[src/rtl/systolic_pkg.sv]
// Shared definitions for the systolic array control path: pass-tracking
// state encoding and default array geometry used by the array controller
// and the activation window tracker.
package systolic_pkg;

  typedef enum logic [1:0] {
    IDLE   = 2'd0,
    FILL   = 2'd1,
    ACTIVE = 2'd2
  } act_state_t;

  localparam int DEFAULT_ARRAY_DIM  = 16;
  localparam int DEFAULT_MAX_INPUTS = 64;

endpackage

[src/rtl/activation_window_ctrl.sv]
// Tracks one systolic-array pass: a fill window of ARRAY_DIM non-stalled
// cycles, then an active window of N non-stalled cycles where the array
// outputs are valid. Provides a per-beat row index, a done pulse and a
// one-deep pending trigger so passes can run back to back.
module activation_window_ctrl
  import systolic_pkg::*;
#(
  parameter int ARRAY_DIM  = DEFAULT_ARRAY_DIM,
  parameter int MAX_INPUTS = DEFAULT_MAX_INPUTS,
  localparam int NI_W  = $clog2(MAX_INPUTS + 1),
  localparam int IX_W  = (MAX_INPUTS > 1) ? $clog2(MAX_INPUTS) : 1,
  localparam int CNT_W = $clog2(((ARRAY_DIM > MAX_INPUTS) ? ARRAY_DIM : MAX_INPUTS) + 1)
) (
  input  logic            clk,
  input  logic            n_rst,
  input  logic            trigger_array,
  input  logic [NI_W-1:0] num_inputs,
  input  logic            stall,
  output logic            activated,
  output logic [IX_W-1:0] out_index,
  output logic            busy,
  output logic            done,
  output logic            trig_drop
);

  localparam logic [NI_W-1:0]  N_MAX     = NI_W'(MAX_INPUTS);
  localparam logic [CNT_W-1:0] FILL_LAST = CNT_W'(ARRAY_DIM - 1);

  act_state_t       state;
  logic [CNT_W-1:0] cnt;
  logic [NI_W-1:0]  n_cur;
  logic             pend_valid;
  logic [NI_W-1:0]  pend_n;

  logic [NI_W-1:0]  n_req;
  logic [CNT_W-1:0] active_last;
  logic             fill_end;
  logic             final_beat;

  // Clamp the requested count and decode the window terminal conditions.
  always_comb begin
    n_req       = (num_inputs > N_MAX) ? N_MAX : num_inputs;
    active_last = CNT_W'(n_cur) - CNT_W'(1);
    fill_end    = (state == FILL) && !stall && (cnt == FILL_LAST);
    final_beat  = (state == ACTIVE) && !stall && (cnt == active_last);
  end

  // Output decode: a beat is valid only in ACTIVE and only when not stalled;
  // the row index holds its value across stalls.
  always_comb begin
    activated = (state == ACTIVE) && !stall;
    out_index = (state == ACTIVE) ? cnt[IX_W-1:0] : '0;
    busy      = (state != IDLE);
  end

  // Pass sequencer: window counting, pass chaining and the pending slot.
  always_ff @(posedge clk or negedge n_rst) begin
    if (!n_rst) begin
      state      <= IDLE;
      cnt        <= '0;
      n_cur      <= '0;
      pend_valid <= 1'b0;
      pend_n     <= '0;
      done       <= 1'b0;
      trig_drop  <= 1'b0;
    end else begin
      done      <= 1'b0;
      trig_drop <= 1'b0;
      unique case (state)
        IDLE: begin
          if (pend_valid) begin
            // A zero-length pending pass left over from a chained finish.
            pend_valid <= trigger_array;
            if (trigger_array) pend_n <= n_req;
            if (pend_n == '0) begin
              done <= 1'b1;
            end else begin
              n_cur <= pend_n;
              cnt   <= '0;
              state <= FILL;
            end
          end else if (trigger_array) begin
            if (n_req == '0) begin
              done <= 1'b1;
            end else begin
              n_cur <= n_req;
              cnt   <= '0;
              state <= FILL;
            end
          end
        end

        FILL: begin
          if (fill_end) begin
            cnt   <= '0;
            state <= ACTIVE;
          end else if (!stall) begin
            cnt <= cnt + CNT_W'(1);
          end
          if (trigger_array) begin
            if (!pend_valid) begin
              pend_valid <= 1'b1;
              pend_n     <= n_req;
            end else begin
              trig_drop <= 1'b1;
            end
          end
        end

        ACTIVE: begin
          if (final_beat) begin
            done <= 1'b1;
            cnt  <= '0;
            if (pend_valid && (pend_n != '0)) begin
              n_cur      <= pend_n;
              state      <= FILL;
              pend_valid <= trigger_array;
              if (trigger_array) pend_n <= n_req;
            end else if (pend_valid) begin
              // Zero-length pending pass: IDLE services it next cycle.
              state <= IDLE;
              if (trigger_array) trig_drop <= 1'b1;
            end else if (trigger_array && (n_req != '0)) begin
              n_cur <= n_req;
              state <= FILL;
            end else begin
              state <= IDLE;
              if (trigger_array) begin
                pend_valid <= 1'b1;
                pend_n     <= '0;
              end
            end
          end else begin
            if (!stall) cnt <= cnt + CNT_W'(1);
            if (trigger_array) begin
              if (!pend_valid) begin
                pend_valid <= 1'b1;
                pend_n     <= n_req;
              end else begin
                trig_drop <= 1'b1;
              end
            end
          end
        end

        default: begin
          state <= IDLE;
          cnt   <= '0;
        end
      endcase
    end
  end

endmodule

[config.mk]
export PLATFORM = sky130hd
export DESIGN_NAME = activation_window_ctrl
export DESIGN_NICKNAME = d
export VERILOG_FILES = /design/src/rtl/systolic_pkg.sv /design/src/rtl/activation_window_ctrl.sv
export SDC_FILE = /design/constraint.sdc
export NUM_CORES = 1
export LEC_CHECK = 0
export BUFFER_PORTS_ARGS = -buffer_cell sky130_fd_sc_hd__buf_2
export CORE_MARGIN = 2
export CORE_UTILIZATION = 50
export DETAILED_ROUTE_END_ITERATION = 6
export PLACE_DENSITY = 0.73
export SLEW_MARGIN = 20
export SYNTH_ARGS = -nofsm -noshare
export SYNTH_HDL_FRONTEND = slang
export SYNTH_SLANG_ARGS = --single-unit
[constraint.sdc]
create_clock -name clk -period 4.8 [get_ports clk]
set_input_delay 0.96 -clock clk [delete_from_list [all_inputs] [get_ports clk]]
set_output_delay 0.96 -clock clk [all_outputs]
set_load 0.005 [all_outputs]
==> results of run 1 <==
-- sequential cells by signal (all words and copies together) (netlist names) --
register    count
cnt             7
done            1
n_cur           7
pend_n          7
pend_valid      1
state           2
trig_drop       1
-- layer usage --
metal,vias to the layer above,track usage [%]
met5,-,0
met4,0,6.63
met3,6,4.05
met2,64,37.6
met1,863,32.3
li1,921,-
-- Yosys cell counts (all sizes together) (2+ instances only) --
| master | count |
|---|---|
| a211oi | 3 |
| a21oi | 31 |
| a22o | 10 |
| a22oi | 5 |
| a31oi | 5 |
| a32o | 2 |
| and2 | 8 |
| and4 | 2 |
| and4b | 2 |
| buf | 3 |
| clkbuf | 11 |
| dfrtp | 26 |
| ha | 6 |
| inv | 9 |
| nand2 | 15 |
| nand2b | 4 |
| nand3 | 4 |
| nand4b | 2 |
| nor2 | 22 |
| nor2b | 9 |
| nor3 | 5 |
| nor3b | 3 |
| o21ai | 19 |
| o21bai | 2 |
| o31ai | 3 |
| o32ai | 4 |
| o41a | 2 |
| or3 | 3 |
| or4 | 4 |
| xnor2 | 3 |
| xor2 | 4 |
-- kinds of logic after synthesis --
| kind of cell | share of synthesized area [%] |
|---|---|
| DFF | 33.0 |
| adders and majority gates | 3.80 |
| xor gates and xnor gates | 3.11 |
| and+or+nand+nor | 24.1 |
| muxes | 0.507 |
| buffers and inverters | 4.88 |
| AOI/OAI and AO/OA | 30.6 |
-- final timing paths --
check	startpoint	to	slack (ns)	cells after the start
worst max-delay path	n_cur[0]	pend_n[4]	1.71	9
worst min-delay path	pend_n[4]	pend_n[4]	0.55	1
worst max register to register	n_cur[0]	pend_n[4]	1.71	9
worst min register to register	pend_n[4]	pend_n[4]	0.55	1
max in group asynchronous	n_rst	pend_n[1]	3.72	1
min in group asynchronous	n_rst	state[0]	0.68	1
-- cell type report --
class / count / area (sq um) / area share (%)
inverter: 9 / 33.8 / 1.57
clock buffer: 3 / 41.3 / 1.92
sequential: 26 / 651 / 30.3
timing repair buffer: 21 / 108 / 5.00
clock inverter: 1 / 30.0 / 1.40
multi-input combinational: 193 / 1230 / 57.1
tap: 48 / 60.1 / 2.79
-- power by group through the flow --
stage                     Sequential, mW  Clock [mW]  Combinational (mW)
after floorplan                    0.351           0               0.528
after global placement             0.390           0               0.613
after detailed placement           0.390           0               0.626
after CTS                          0.387       0.191               0.629
after global routing               0.400       0.197               0.717
final                              0.389       0.188               0.632
-- worst reg2reg max path, stage by stage, from the launching register on --
cell	delay (ns)
dfrtp_1	0.50
inv_1	0.11
ha_1	0.28
or3_1	0.38
a31oi_1	0.27
o311ai_1	0.16
buf_4	0.20
o41a_1	0.61
and4b_1	0.27
a22o_1	0.22
==> impl_metrics.yaml, run 1 <==
cells_and_area:
  final_nets: 271
  fin_util_pct: 57.9
  final_common_cell: "a21oi_1"
  drive_gt1_share_pct: 11.9
  fin_cells: 301
  areaGrowthSynthToFinish_pct: 8.94
  design_area_sq_um: 2150
  mostFrequentLayoutCells: "a21oi_1 (29), dfrtp_1 (26), nor2_1 (22)"
  antennaDiodeCount: 0
  n_fill_cell: 365
sta:
  worstMarginPinSlew_ns: 0.681
  maxSlewViolCount: 0
  rsz0062_at_grt: "false"
  relSlewSlack_pct: 54.6
  fin_ws_ns: 1.71
  hold_violations: 0
  finalCritPeriodShare_pct: 64.5
  max_freq_ghz: 0.323
  finalSetupViolations: 0
  clock_skew_ns: 0.00715
  whs_ns: 0.548
  tns_ns: 0
  fin_crit_ns: 3.09
clock_network:
  htreeDepth: 1
  cts-root-buf: "clkbuf_8"
  cts.hold.buffers_added: 0
  path_clk_slew_ns: 0.10
  clkLatencyLatePin_ns: 0.28
  cts_resized: 0
  cts_buffers: 3
  post_cts_buffers: 0
  clock_path_buffers: 2
  cts_tree: "yes"
  clock_sinks: 26
synth:
  synth.ff_latch_count: 26
  synth-edff-count: 0
  synth_area_leaders: "dfrtp_1 (33%), a21oi_1 (7.4%), o21ai_0 (4.6%)"
  yosysTopAreaCell: "dfrtp_1"
  synth.top_cell.area_share_pct: 33.0
  syn_inst: 242
  synthesis.area_sq_um: 1970
  syn_area_per_cell_sq_um: 8.16
  synth_warnings: 0
  synth_cell_types: 46
  async_flop_share_pct: 100
  ys_seq_area_share_pct: 33.0
  syn-num-nets: 259
  ys.flop_type: "dfrtp_1"
power:
  p_leak_nw: 0.934
  switchingPower_mw: 0.554
  clock_power_share_pct: 15.6
  p_comb_share_pct: 52.3
  power_per_cell_area_nw_per_um2: 562
  p_int_mw: 0.656
  swShare_pct: 45.8
  peakVddDrop_mv: 0.317
  total_power_mw: 1.21
  power_frac_seq_pct: 32.2
run_status:
  status: "completed"
detailed_routing:
  drt-initial-drc-count: 205
  drt-met1-wl_mm: 2.23
  ant_nets: 0
  wl_met2_mm: 2.17
  drt_pass1_iterations: 5
  drc_errors: 0
  avgViaCountPerCell: 6.16
  drt-total-wl_mm: 4.75
  met3_wirelength_microns: 297
  routed.top_layer: "met4"
  vias: 1854
  wl_per_cell_microns: 15.8
floorplan:
  die_w_microns: 66.8
  dieArea_sq_um: 4470
  rows: 22
  core_sq_um: 3720
  die_y_microns: 66.8
  pin_count: 21
  start_util_pct: 53.1
placed_design:
  dp.cells: 297
  port_buffers: 20
  routabilityCongestion: 0.846
  place_area_sq_um: 2080
  hpwlAfterDp_mm: 3.40
  post-place-ws_ns: 1.49
critical_path:
  cp-start-kind: "register"
  cp.required_ns: 4.98
  endpoint_kind: "register"
  crit_family: "compound AO/OA/AOI/OAI gates"
  cpPeakStageDelay_ns: 0.61
  criticalPathCategory: "register to register"
  critPathBufInv: 2
  cp_max_fo: 12
  crit_chain: "inv_1, ha_1, or3_1, a31oi_1, o311ai_1, buf_4, o41a_1, and4b_1, a22o_1"
  critical_path.slowest_cell: "o41a_1"
  cp.arrival_ns: 3.27
global_route:
  grt_max_degree: 27
  first_global_vias: 1698
  antenna_found_initial: 0
  grtUsageTotal_pct: 23.4
  overflow: 0
  grt_pass1_wl_mm: 7.94
hold_path:
  hold_path.class: "register to register"
flow_run:
  maxCapViolCount: 0
Power figures use the tool's default switching activity.
==> inputs of run 2 (changes only) <==
==> constraint.sdc (replaced) <==
create_clock -name clk -period 3 [get_ports clk]
set_input_delay 0.6 -clock clk [delete_from_list [all_inputs] [get_ports clk]]
set_output_delay 0.6 -clock clk [all_outputs]
set_load 0.005 [all_outputs]
==> run 2 against run 1 <==
Against the previous run:
- clock-buffer cell count increased by 1
- flip-flop and latch count did not move
- via count up 4.6%
- setup slack worse by 1.5 ns
- critical path depth down 1
- critical path type unchanged
- largest power group unchanged
- highest routed layer unchanged
==> impl_metrics.yaml, run 2 (synthesis gave the netlist of run 1 again) <==
placed_design:
  hpwlAfterDp_mm: 3.57
  place_area_sq_um: 2150
  routabilityCongestion: 0.912
  dp.cells: 306
  port_buffers: 20
  post-place-ws_ns: 0.205
critical_path:
  criticalPathCategory: "register to register"
  cp_max_fo: 11
  cp-start-kind: "register"
  endpoint_kind: "register"
  critical_path.slowest_cell: "or4_1"
  crit_family: "compound AO/OA/AOI/OAI gates"
  crit_chain: "or3_4, or4_1, a21oi_2, o311ai_1, buf_4, a31oi_1, nor2_1, a32o_1"
  critPathBufInv: 1
  cp.required_ns: 3.16
  cpPeakStageDelay_ns: 0.44
  cp.arrival_ns: 3.00
global_route:
  grt_max_degree: 27
  antenna_found_initial: 0
  grt_pass1_wl_mm: 8.12
  grtUsageTotal_pct: 23.6
  overflow: 0
  first_global_vias: 1726
detailed_routing:
  ant_nets: 0
  drt_pass1_iterations: 5
  drc_errors: 0
  vias: 1939
  drt-initial-drc-count: 229
  avgViaCountPerCell: 6.25
  drt-total-wl_mm: 4.80
  wl_per_cell_microns: 15.5
cells_and_area:
  reg_top3: "cnt: 7 flops, n_cur: 7 flops, pend_n: 7 flops"
  fin_cells: 310
  final_common_cell: "a21oi_1"
  regArea_sq_um: 651
  design_area_sq_um: 2200
  areaGrowthSynthToFinish_pct: 11.5
  antennaDiodeCount: 0
  multi_input_comb_area_sq_um: 1230
  final_nets: 280
  n_fill_cell: 346
  fin_util_pct: 59.3
  drive_gt1_share_pct: 14.9
  mostFrequentLayoutCells: "a21oi_1 (29), dfrtp_1 (26), nor2_1 (22)"
floorplan:
  rows: 22
  dieArea_sq_um: 4470
  die_w_microns: 66.8
  pin_count: 21
  start_util_pct: 53.1
  die_y_microns: 66.8
  core_sq_um: 3720
clock_network:
  clock_path_buffers: 2
  cts_buffers: 3
  cts_resized: 0
  clkLatencyLatePin_ns: 0.27
  cts_tree: "yes"
  clock_sinks: 26
  htreeDepth: 1
  cts.hold.buffers_added: 0
  cts-root-buf: "clkbuf_8"
  post_cts_buffers: 0
  path_clk_slew_ns: 0.09
flow_run:
  maxCapViolCount: 0
sta:
  hold_violations: 0
  relSlewSlack_pct: 58.4
  finalSetupViolations: 0
  fin_ws_ns: 0.159
  max_freq_ghz: 0.352
  fin_crit_ns: 2.84
  clock_skew_ns: 0.00562
  worstMarginPinSlew_ns: 0.618
  maxSlewViolCount: 0
  tns_ns: 0
  rsz0062_at_grt: "false"
  whs_ns: 0.324
  finalCritPeriodShare_pct: 94.7
run_status:
  status: "completed"
hold_path:
  hold_path.class: "primary input to async pin"
power:
  total_power_mw: 1.95
  power_per_cell_area_nw_per_um2: 884
  peakVddDrop_mv: 0.527
  p_leak_nw: 0.971
==> run 2: cell count changes in the layout (fill, tap and decap cells not counted) <==
cell       previous run  this run
clkbuf_8              3         4
buf_4                 1        10
bufinv_16             1         0
==> run 2: area by class of cell <==
cell class,instances,share of cell area [%]
Sequential cell,26,29.5
Timing Repair Buffer,30,7.95
Inverter,9,1.53
Tap cell,48,2.73
Multi-Input combinational cell,193,55.7
Clock buffer,4,2.50
==> run 2: worst register-to-register path, stage by stage (launching register included) <==
cell and delay [ns]:
dfrtp_1 0.43, or3_4 0.39, or4_1 0.44, a21oi_2 0.19, o311ai_1 0.18, buf_4 0.22, a31oi_1 0.41, nor2_1 0.19
a32o_1 0.30
==> run 2: power breakdown <==
| group | internal (mW) | switching [mW] | total, mW |
|---|---|---|---|
| Combinational | 0.474 | 0.657 | 1.13 |
| Sequential | 0.462 | 0.130 | 0.592 |
| Clock | 0.117 | 0.107 | 0.224 |
| Total | 1.05 | 0.895 | 1.95 |
==> run 2: routing by layer <==
layer / wire length (microns) / track usage (%) / up-vias
met1: 2260 / 34.1 / 924
met2: 2190 / 37.6 / 66
met3: 262 / 2.03 / 9
li1: - / - / 940
met5: 0 / 0 / -
met4: 81 / 6.89 / 0
==> run 2: path summary, 6_finish.rpt <==
| kind | slack, ns | depth (start not counted) | to | startpoint |
|---|---|---|---|---|
| min in group clk | 0.54 | 1 | pend_n[4] | pend_n[4] |
| min | 0.32 | 1 | state[0] | n_rst |
| max in group asynchronous | 2.27 | 1 | n_cur[1] | n_rst |
| max | 0.16 | 8 | cnt[1] | n_cur[3] |
| max reg2reg | 0.16 | 8 | cnt[1] | n_cur[3] |
| min reg2reg | 0.54 | 1 | pend_n[4] | pend_n[4] |
